**config.mk**
```make
export PLATFORM = sky130hd
export DESIGN_NAME = id_ex_operand_stage_flat
export DESIGN_NICKNAME = d
export VERILOG_FILES = /design/src/rtl/core_pkg.sv /design/src/rtl/id_ex_operand_stage_if.sv /design/src/rtl/operand_fwd_mux.sv /design/src/rtl/id_ex_operand_stage.sv /design/src/flat_wrapper.sv
export SDC_FILE = /design/constraint.sdc
export NUM_CORES = 1
export LEC_CHECK = 0
export ABC_AREA = 1
export BUFFER_PORTS_ARGS = -buffer_cell sky130_fd_sc_hd__buf_2
export CAP_MARGIN = 20
export CORE_ASPECT_RATIO = 0.9
export CORE_UTILIZATION = 54
export CTS_BUF_LIST = sky130_fd_sc_hd__clkbuf_16
export CTS_CLUSTER_DIAMETER = 60
export DETAILED_ROUTE_END_ITERATION = 10
export GPL_TIMING_DRIVEN = 1
export PLACE_DENSITY = 0.95
export SYNTH_ARGS = -nofsm -noshare
export SYNTH_HDL_FRONTEND = slang
export SYNTH_SLANG_ARGS = --single-unit
```
**constraint.sdc**
```tcl
create_clock -name clk -period 3.4 [get_ports clk]
set_input_delay 0 -clock clk [delete_from_list [all_inputs] [get_ports clk]]
set_output_delay 0 -clock clk [all_outputs]
set_load 0.02 [all_outputs]
```
**src/rtl/core_pkg.sv**
```systemverilog
// Shared definitions for the pipelined core's ID/EX operand stage.
//   REG_ADDR_W : width of a register index (8 architectural registers)
//   CORE_XLEN  : datapath width carried in the ID/EX record
//   FWD_*      : forward-select encodings produced by the forwarding unit
//   id_ex_t    : the ID/EX pipeline record (controls, indices, operands)
package core_pkg;

    localparam int REG_ADDR_W = 3;
    localparam int CORE_XLEN  = 16;

    localparam logic [1:0] FWD_REG = 2'b00;
    localparam logic [1:0] FWD_WB  = 2'b01;
    localparam logic [1:0] FWD_MEM = 2'b10;

    typedef struct packed {
        logic                  valid;
        logic                  regwrite;
        logic                  memread;
        logic                  alusrc;
        logic [REG_ADDR_W-1:0] rs1;
        logic [REG_ADDR_W-1:0] rs2;
        logic [REG_ADDR_W-1:0] rd;
        logic [CORE_XLEN-1:0]  rd1;
        logic [CORE_XLEN-1:0]  rd2;
        logic [CORE_XLEN-1:0]  imm;
    } id_ex_t;

endpackage

```
**src/rtl/id_ex_operand_stage_if.sv**
```systemverilog
// Bundle of every non-clock/reset signal of the ID/EX operand stage.
//   ID side      : id_valid, id_rs1/rs2/rd, id_regwrite, id_memread,
//                  id_alusrc, id_rd1/rd2, id_imm, flush
//   Forwarding   : forward_A/B selects, ex_mem_result, mem_wb_result in;
//                  ex_rs1/ex_rs2 out to the forwarding unit
//   EX side      : ex_valid/regwrite/memread, ex_rd, alu_a, alu_b, store_data
//   Hazard       : stall, stall_count
// modport slave is the stage itself; modport master is its environment.
interface id_ex_operand_stage_if
    import core_pkg::*;
#(
    parameter int XLEN  = 16,
    parameter int CNT_W = 16
);
    logic                  id_valid;
    logic [REG_ADDR_W-1:0] id_rs1;
    logic [REG_ADDR_W-1:0] id_rs2;
    logic [REG_ADDR_W-1:0] id_rd;
    logic                  id_regwrite;
    logic                  id_memread;
    logic                  id_alusrc;
    logic [XLEN-1:0]       id_rd1;
    logic [XLEN-1:0]       id_rd2;
    logic [XLEN-1:0]       id_imm;
    logic                  flush;
    logic [1:0]            forward_A;
    logic [1:0]            forward_B;
    logic [XLEN-1:0]       ex_mem_result;
    logic [XLEN-1:0]       mem_wb_result;

    logic                  ex_valid;
    logic                  ex_regwrite;
    logic                  ex_memread;
    logic [REG_ADDR_W-1:0] ex_rs1;
    logic [REG_ADDR_W-1:0] ex_rs2;
    logic [REG_ADDR_W-1:0] ex_rd;
    logic [XLEN-1:0]       alu_a;
    logic [XLEN-1:0]       alu_b;
    logic [XLEN-1:0]       store_data;
    logic                  stall;
    logic [CNT_W-1:0]      stall_count;

    modport slave (
        input  id_valid, id_rs1, id_rs2, id_rd, id_regwrite, id_memread,
               id_alusrc, id_rd1, id_rd2, id_imm, flush, forward_A,
               forward_B, ex_mem_result, mem_wb_result,
        output ex_valid, ex_regwrite, ex_memread, ex_rs1, ex_rs2, ex_rd,
               alu_a, alu_b, store_data, stall, stall_count
    );

    modport master (
        output id_valid, id_rs1, id_rs2, id_rd, id_regwrite, id_memread,
               id_alusrc, id_rd1, id_rd2, id_imm, flush, forward_A,
               forward_B, ex_mem_result, mem_wb_result,
        input  ex_valid, ex_regwrite, ex_memread, ex_rs1, ex_rs2, ex_rd,
               alu_a, alu_b, store_data, stall, stall_count
    );

endinterface

```
**src/rtl/operand_fwd_mux.sv**
```systemverilog
// Forwarding mux for one EX operand.
//   sel     : forward select (FWD_REG / FWD_WB / FWD_MEM; 2'b11 = regfile)
//   reg_val : registered regfile value
//   wb_val  : MEM/WB result
//   mem_val : EX/MEM result
//   out     : selected operand
module operand_fwd_mux
    import core_pkg::*;
#(
    parameter int XLEN = 16
) (
    input  logic [1:0]      sel,
    input  logic [XLEN-1:0] reg_val,
    input  logic [XLEN-1:0] wb_val,
    input  logic [XLEN-1:0] mem_val,
    output logic [XLEN-1:0] out
);

    always_comb begin
        out = reg_val;
        case (sel)
            FWD_WB:  out = wb_val;
            FWD_MEM: out = mem_val;
            default: out = reg_val;
        endcase
    end

endmodule

```
**src/rtl/id_ex_operand_stage.sv**
```systemverilog
// ID/EX pipeline register plus EX operand selection and load-use hazard
// detection.
//   clk, rst : clock; asynchronous active-high reset
//   bus      : id_ex_operand_stage_if.slave (ID fields, forwarding selects
//              and values in; registered controls/indices, ALU operands,
//              store data, stall and the saturating stall counter out)
// XLEN must equal core_pkg::CORE_XLEN since the ID/EX record is fixed-width.
module id_ex_operand_stage
    import core_pkg::*;
#(
    parameter int XLEN  = 16,
    parameter int CNT_W = 16
) (
    input  logic                  clk,
    input  logic                  rst,
    id_ex_operand_stage_if.slave  bus
);

    id_ex_t           ex_d;
    id_ex_t           ex_p1;
    logic             stall_c;
    logic [CNT_W-1:0] stall_cnt_p1;
    logic [XLEN-1:0]  alu_a_c;
    logic [XLEN-1:0]  store_c;

    function automatic logic [CNT_W-1:0] sat_inc(input logic [CNT_W-1:0] v);
        return (&v) ? v : v + 1'b1;
    endfunction

    // A load in EX whose destination feeds the ID instruction; register 0 is
    // an ordinary register here, so no zero-index exclusion.
    assign stall_c = ex_p1.valid & ex_p1.memread & ex_p1.regwrite & bus.id_valid &
                     ((ex_p1.rd == bus.id_rs1) | (ex_p1.rd == bus.id_rs2));

    // Flush and stall both load an all-zero bubble.
    always_comb begin
        ex_d = '0;
        if (!bus.flush && !stall_c) begin
            ex_d.valid    = bus.id_valid;
            ex_d.regwrite = bus.id_regwrite;
            ex_d.memread  = bus.id_memread;
            ex_d.alusrc   = bus.id_alusrc;
            ex_d.rs1      = bus.id_rs1;
            ex_d.rs2      = bus.id_rs2;
            ex_d.rd       = bus.id_rd;
            ex_d.rd1      = bus.id_rd1;
            ex_d.rd2      = bus.id_rd2;
            ex_d.imm      = bus.id_imm;
        end
    end

    // ---- ID -> EX stage boundary ----
    always_ff @(posedge clk or posedge rst) begin
        if (rst) begin
            ex_p1        <= '0;
            stall_cnt_p1 <= '0;
        end else begin
            ex_p1 <= ex_d;
            if (stall_c && !bus.flush)
                stall_cnt_p1 <= sat_inc(stall_cnt_p1);
        end
    end

    operand_fwd_mux #(.XLEN(XLEN)) u_fwd_a (
        .sel     (bus.forward_A),
        .reg_val (ex_p1.rd1),
        .wb_val  (bus.mem_wb_result),
        .mem_val (bus.ex_mem_result),
        .out     (alu_a_c)
    );

    operand_fwd_mux #(.XLEN(XLEN)) u_fwd_b (
        .sel     (bus.forward_B),
        .reg_val (ex_p1.rd2),
        .wb_val  (bus.mem_wb_result),
        .mem_val (bus.ex_mem_result),
        .out     (store_c)
    );

    assign bus.ex_valid    = ex_p1.valid;
    assign bus.ex_regwrite = ex_p1.regwrite;
    assign bus.ex_memread  = ex_p1.memread;
    assign bus.ex_rs1      = ex_p1.rs1;
    assign bus.ex_rs2      = ex_p1.rs2;
    assign bus.ex_rd       = ex_p1.rd;
    assign bus.alu_a       = alu_a_c;
    assign bus.store_data  = store_c;
    assign bus.alu_b       = ex_p1.alusrc ? ex_p1.imm : store_c;
    assign bus.stall       = stall_c;
    assign bus.stall_count = stall_cnt_p1;

endmodule

```
**src/flat_wrapper.sv**
```systemverilog
// flat-port wrapper written by rule: the top's interface ports become plain ports
module id_ex_operand_stage_flat import core_pkg::*;
#(
    parameter int XLEN  = 16,
    parameter int CNT_W = 16
)
  (clk, rst, bus_id_valid, bus_id_rs1, bus_id_rs2, bus_id_rd, bus_id_regwrite, bus_id_memread, bus_id_alusrc, bus_id_rd1, bus_id_rd2, bus_id_imm, bus_flush, bus_forward_A, bus_forward_B, bus_ex_mem_result, bus_mem_wb_result, bus_ex_valid, bus_ex_regwrite, bus_ex_memread, bus_ex_rs1, bus_ex_rs2, bus_ex_rd, bus_alu_a, bus_alu_b, bus_store_data, bus_stall, bus_stall_count);
  id_ex_operand_stage_if #(.XLEN(XLEN), .CNT_W(CNT_W)) bus_i ();
  input  logic clk;
  input  logic rst;
  input wire logic [$bits(bus_i.id_valid)-1:0] bus_id_valid;
  input wire logic [$bits(bus_i.id_rs1)-1:0] bus_id_rs1;
  input wire logic [$bits(bus_i.id_rs2)-1:0] bus_id_rs2;
  input wire logic [$bits(bus_i.id_rd)-1:0] bus_id_rd;
  input wire logic [$bits(bus_i.id_regwrite)-1:0] bus_id_regwrite;
  input wire logic [$bits(bus_i.id_memread)-1:0] bus_id_memread;
  input wire logic [$bits(bus_i.id_alusrc)-1:0] bus_id_alusrc;
  input wire logic [$bits(bus_i.id_rd1)-1:0] bus_id_rd1;
  input wire logic [$bits(bus_i.id_rd2)-1:0] bus_id_rd2;
  input wire logic [$bits(bus_i.id_imm)-1:0] bus_id_imm;
  input wire logic [$bits(bus_i.flush)-1:0] bus_flush;
  input wire logic [$bits(bus_i.forward_A)-1:0] bus_forward_A;
  input wire logic [$bits(bus_i.forward_B)-1:0] bus_forward_B;
  input wire logic [$bits(bus_i.ex_mem_result)-1:0] bus_ex_mem_result;
  input wire logic [$bits(bus_i.mem_wb_result)-1:0] bus_mem_wb_result;
  output wire logic [$bits(bus_i.ex_valid)-1:0] bus_ex_valid;
  output wire logic [$bits(bus_i.ex_regwrite)-1:0] bus_ex_regwrite;
  output wire logic [$bits(bus_i.ex_memread)-1:0] bus_ex_memread;
  output wire logic [$bits(bus_i.ex_rs1)-1:0] bus_ex_rs1;
  output wire logic [$bits(bus_i.ex_rs2)-1:0] bus_ex_rs2;
  output wire logic [$bits(bus_i.ex_rd)-1:0] bus_ex_rd;
  output wire logic [$bits(bus_i.alu_a)-1:0] bus_alu_a;
  output wire logic [$bits(bus_i.alu_b)-1:0] bus_alu_b;
  output wire logic [$bits(bus_i.store_data)-1:0] bus_store_data;
  output wire logic [$bits(bus_i.stall)-1:0] bus_stall;
  output wire logic [$bits(bus_i.stall_count)-1:0] bus_stall_count;
  assign bus_i.id_valid = bus_id_valid;
  assign bus_i.id_rs1 = bus_id_rs1;
  assign bus_i.id_rs2 = bus_id_rs2;
  assign bus_i.id_rd = bus_id_rd;
  assign bus_i.id_regwrite = bus_id_regwrite;
  assign bus_i.id_memread = bus_id_memread;
  assign bus_i.id_alusrc = bus_id_alusrc;
  assign bus_i.id_rd1 = bus_id_rd1;
  assign bus_i.id_rd2 = bus_id_rd2;
  assign bus_i.id_imm = bus_id_imm;
  assign bus_i.flush = bus_flush;
  assign bus_i.forward_A = bus_forward_A;
  assign bus_i.forward_B = bus_forward_B;
  assign bus_i.ex_mem_result = bus_ex_mem_result;
  assign bus_i.mem_wb_result = bus_mem_wb_result;
  assign bus_ex_valid = bus_i.ex_valid;
  assign bus_ex_regwrite = bus_i.ex_regwrite;
  assign bus_ex_memread = bus_i.ex_memread;
  assign bus_ex_rs1 = bus_i.ex_rs1;
  assign bus_ex_rs2 = bus_i.ex_rs2;
  assign bus_ex_rd = bus_i.ex_rd;
  assign bus_alu_a = bus_i.alu_a;
  assign bus_alu_b = bus_i.alu_b;
  assign bus_store_data = bus_i.store_data;
  assign bus_stall = bus_i.stall;
  assign bus_stall_count = bus_i.stall_count;
  id_ex_operand_stage #(.XLEN(XLEN), .CNT_W(CNT_W)) u_core (.clk(clk), .rst(rst), .bus(bus_i));
endmodule
```
# == Word level (Yosys, flattened, before mapping) ==
# Index checks and enable logic that the tools add are counted.
# word_totals
reg_bits,77
inputBits,100
out_inout_bits,77
elab_cells,34
# op_classes
n_addsub,1
n_eq_ne,6
n_mux,4
bitwise,6
n_reduce_logical,6
# ops
operator,n
case mux 16 bit (2 select lines),2
2-to-1 mux 61 bit,1
adder 16 x 1 -> 16 bit (second input constant),1
2-to-1 mux 16 bit,1
AND reduction 16 bit,1
equality test 3 bit,2
AND 1 bit,4
equality test 2 x 1 -> 1 bit (second input constant),2
equality test 2 bit (second input constant),2
logical AND 1 bit,2
logical NOT 1 bit,2
AND reduction 2 bit,1
inverter 1 bit,1
OR 1 bit,1

# == Longest topological paths before layout ==
# depth
depth_word,7
ltp_mapped,11
ltp_nobuf,10

# == Cells and area by module ==
# From an unflattened synthesis, not the netlist that was laid out.
# hier_totals
hier_cells,593
area_unflattened_um2,4976.0
# by_module_without_submodules
mod,instances,cells_per_inst,area_per_inst_um2,seq_area_each_um2
id_ex_operand_stage,1,377,3982.6,1926.8
operand_fwd_mux,2,108,496.7,0.0

# == Worst setup path after synthesis ==
# No wires, ideal clock.
# synth_timing
path_kind,register to register
from,"register u_core.stall_cnt_p1[0], in the netlist u_core.bus.stall_count[0]"
to,"register u_core.stall_cnt_p1[2], in the netlist u_core.bus.stall_count[2]"
setup_ns,0.117
arrival_ns,1.496
t_required_ns,3.283
slack_ns,1.787
path_stages_with_launch,11
n_path_buf,1
period_less_slack_ns,1.613
path_cell_list,dfrtp_1 > ha_1 > nand3_2 > inv_2 > nand2_1 > inv_2 > nand2_2 > nand4_4 > buf_6 > nand2_1 > nand2_1
# synth_between
elab_chain_len,3
elab_cells_between_ends,4
classes_between,add/sub (1); bitwise (1); reduce/logical (2)
# synth_rtl
item,line_no,source
start: declaration,id_ex_operand_stage.sv:22,logic [CNT_W-1:0] stall_cnt_p1;
start signal: assignment,id_ex_operand_stage.sv:60,stall_cnt_p1 <= sat_inc(stall_cnt_p1);
branches (longest 3 deep; another with adder 16 x 1 -> 16 bit),n/a,
# Parallel ways; which one is timed is not known.
# A chain may end at the register's enable or synchronous reset.

==> out/metrics.cfg <==
[status]
run_status = complete, no violations

[sta]
drv_slew = 0
fmax_mhz = 489.2
fin_crit_sh_pct = 60.13
fin_setup_tns_ps = 0
fin_skew_ps = 6.367
tightest_slew_ps = 733.0
slew-limit-headroom_pct = 51.13
setup_violations = 0
rsz0062_at_grt = no
period_needed_ps = 2044
hold_viol_final = 0

[worst_setup_path]
r2r-end = u_core.ex_p1[13]
critPathArrivalTime_ps = 2260
ff2ff_setup_slack_ps = 1360
critPathCaptureType = register
crit_type = register to register
crit_fanout = 27
start_kind = register
cpMostUsedCell = nand2_1
cp_cell_sequence = inv_1 > nand2_1 > nand2_1 > nand3_2 > a21oi_2 > or2_4 > buf_12 > nor2_4
r2r_cells = 8
rr_startpoint = u_core.bus.ex_rd[2]
cpMaxStageDelayCell = or2_4
slowest_delay_ps = 620
cp.required_ps = 3610

[hold_path]
min_path_type = primary input to register
min_from = bus_flush
worstHoldPathCells = 6
min_delay_worst_endpoint = u_core.bus.stall_count[11]

[floorplanning]
start_util_pct = 56.55
fp.dieH_um = 89.83
pin_count = 177
die-area_um2 = 8945
core_um2 = 8184
die_x_um = 99.59
rows = 31

[cts]
cts_setup_buffers = 0
hold_buffers = 62
cts_buffers = 9
cts_sinks = 77
clock_latency_ps = 330
clk_pin_slew_ps = 60
htree_num_levels = 3
cts_resized = 0
clock_path_buffers = 2
cts_root_buf = clkbuf_16
cts_tree = yes

[global_route]
overflow = 0
antenna_found_initial = 0
grt_max_degree = 43
grt_usage_pct = 30.92
grt_pass1_vias = 4511
grt_pass1_wl_um = 21160

[pwr]
ir_drop_mv = 0.3267
leakage_nw = 3.432
power.density_nw_per_um2 = 421.2

[final_layout]
antenna_cells = 0
stdcell_area_um2 = 6374
area_growth_pct = 37.71
fin_nets = 887
final_common_cell = buf_2
drive_gt1_share_pct = 34.56
layout_common_cells = buf_2 (176), nand2_1 (157), inv_1 (77), dfrtp_1 (77), a21oi_1 (64)

[logic_synthesis]
syn_area_um2 = 4628
syn_nets = 670
synth.largest_area_cell = dfrtp_1
syn_inst = 565
synth-seq-cells = 77
ys_seq_area_share_pct = 41.63
synth.distinct_cells = 26
async_flop_share_pct = 100.0
yosys.area.top_type_share_pct = 41.63
synth.area.top_cells = dfrtp_1 (42%), nor2_4 (14%), nand2_1 (13%), a21oi_1 (6.9%), inv_1 (6.3%)
avgSynthCellArea_um2 = 8.191
yosysWarningCount = 0
synth_edf_count = 0
yosys_most_used_dff = dfrtp_1

[routing]
maxUsedRoutingLayer = met4
avgRoutedWirePerCell_um = 14.91
wl_um = 13450
wl_met3_um = 1026
drtAntennaViolNets = 0
routed_via_density = 4.993
dr_wl_met2_um = 7024
wl_met1_um = 4922
dr.pass1.iters = 5
drc = 0
vias = 4504
drt-initial-drc-count = 236

[place]
hpwl_um = 9056
placed_area_um2 = 5414
io_buffers = 176
gp_congestion = 0.9206

[flow_run]
drv_cap = 0

registers in the layout, summed over array words and instances, names as in the netlist:
| register | cells |
|---|---|
| u_core.bus.ex_memread | 1 |
| u_core.bus.ex_rd | 3 |
| u_core.bus.ex_regwrite | 1 |
| u_core.bus.ex_rs1 | 3 |
| u_core.bus.ex_rs2 | 3 |
| u_core.bus.ex_valid | 1 |
| u_core.bus.stall_count | 16 |
| u_core.ex_p1 | 49 |
worst max path at each step:
| stage | cells past startpoint | start | endpoint |
|---|---|---|---|
| final | 8 | u_core.bus.ex_rd[2] | u_core.ex_p1[13] |
| after detailed placement | 8 | u_core.bus.ex_rd[2] | u_core.ex_p1[42] |
| after global routing | 8 | u_core.bus.ex_rd[2] | u_core.ex_p1[5] |
| after CTS | 8 | u_core.bus.ex_rd[2] | u_core.ex_p1[42] |
| after floorplan | 1 | rst | u_core.bus.ex_memread |
| after global placement | 6 | u_core.bus.ex_rd[1] | u_core.ex_p1[1] |
worst max-delay path, delay by kind of cell, from the launching register on:
kind	cells	cell delay, ps
buffers and inverters	2	420
flip-flops	1	400
AO/OA/AOI/OAI	1	160
AND/OR/NAND/NOR	5	920
area by class of cell:
type	count	area, µm²
clock buffers	9	225.2
repair buffers	241	1549
flip-flops and latches	77	1927
multi-input cells	368	2095
well taps	115	143.9
clock inverters	7	113.9
fillers	569	1810
inverters	85	320.3
Yosys cell counts (all sizes together) (5+ instances only):
library cell / n
nand2: 158
nor2: 104
inv: 85
dfrtp: 77
a21oi: 65
buf: 22
clkbuf: 13
nand3: 11
xor2: 9
ha: 5
nor3: 5
xnor2: 5
kinds of logic after synthesis:
logic type                 after synthesis  share of synthesized area, %
DFF                                     77                         41.63
xor gates and xnor gates                14                         2.649
and+or+nand+nor                        284                         34.09
adders and majority gates                5                         1.352
buffers and inverters                  120                         13.17
AOI/OAI and AO/OA                       65                         7.110
routing by layer:
metal,vias to the layer above,GRT usage [%]
met5,-,0
met4,0,12.50
met3,48,7.154
met2,237,57.41
met1,2097,33.52
li1,2122,-
metrics by stage:
stage               hold slack [ps]  total power, mW  setup slack [ps]  utilization (%)  cells
finish                        184.8            2.684              1356            77.88    902
global route                  196.4            2.786              1216            77.88    902
global placement              72.89            1.538              1487            66.15    824
detailed placement            77.96            1.551              1390            66.15    824
CTS                           173.6            2.688              1377            77.88    902
floorplan                     106.2            1.362              1433                -    565
power by group:
group / internal, mW / switching [mW] / leakage (nW)
clock network: 0.713 / 0.370 / 0.159
logic: 0.236 / 0.394 / 2.26
registers: 0.954 / 0.0166 / 1.01
total: 1.90 / 0.782 / 3.43
Note: power is estimated with default switching activity, not from simulation.
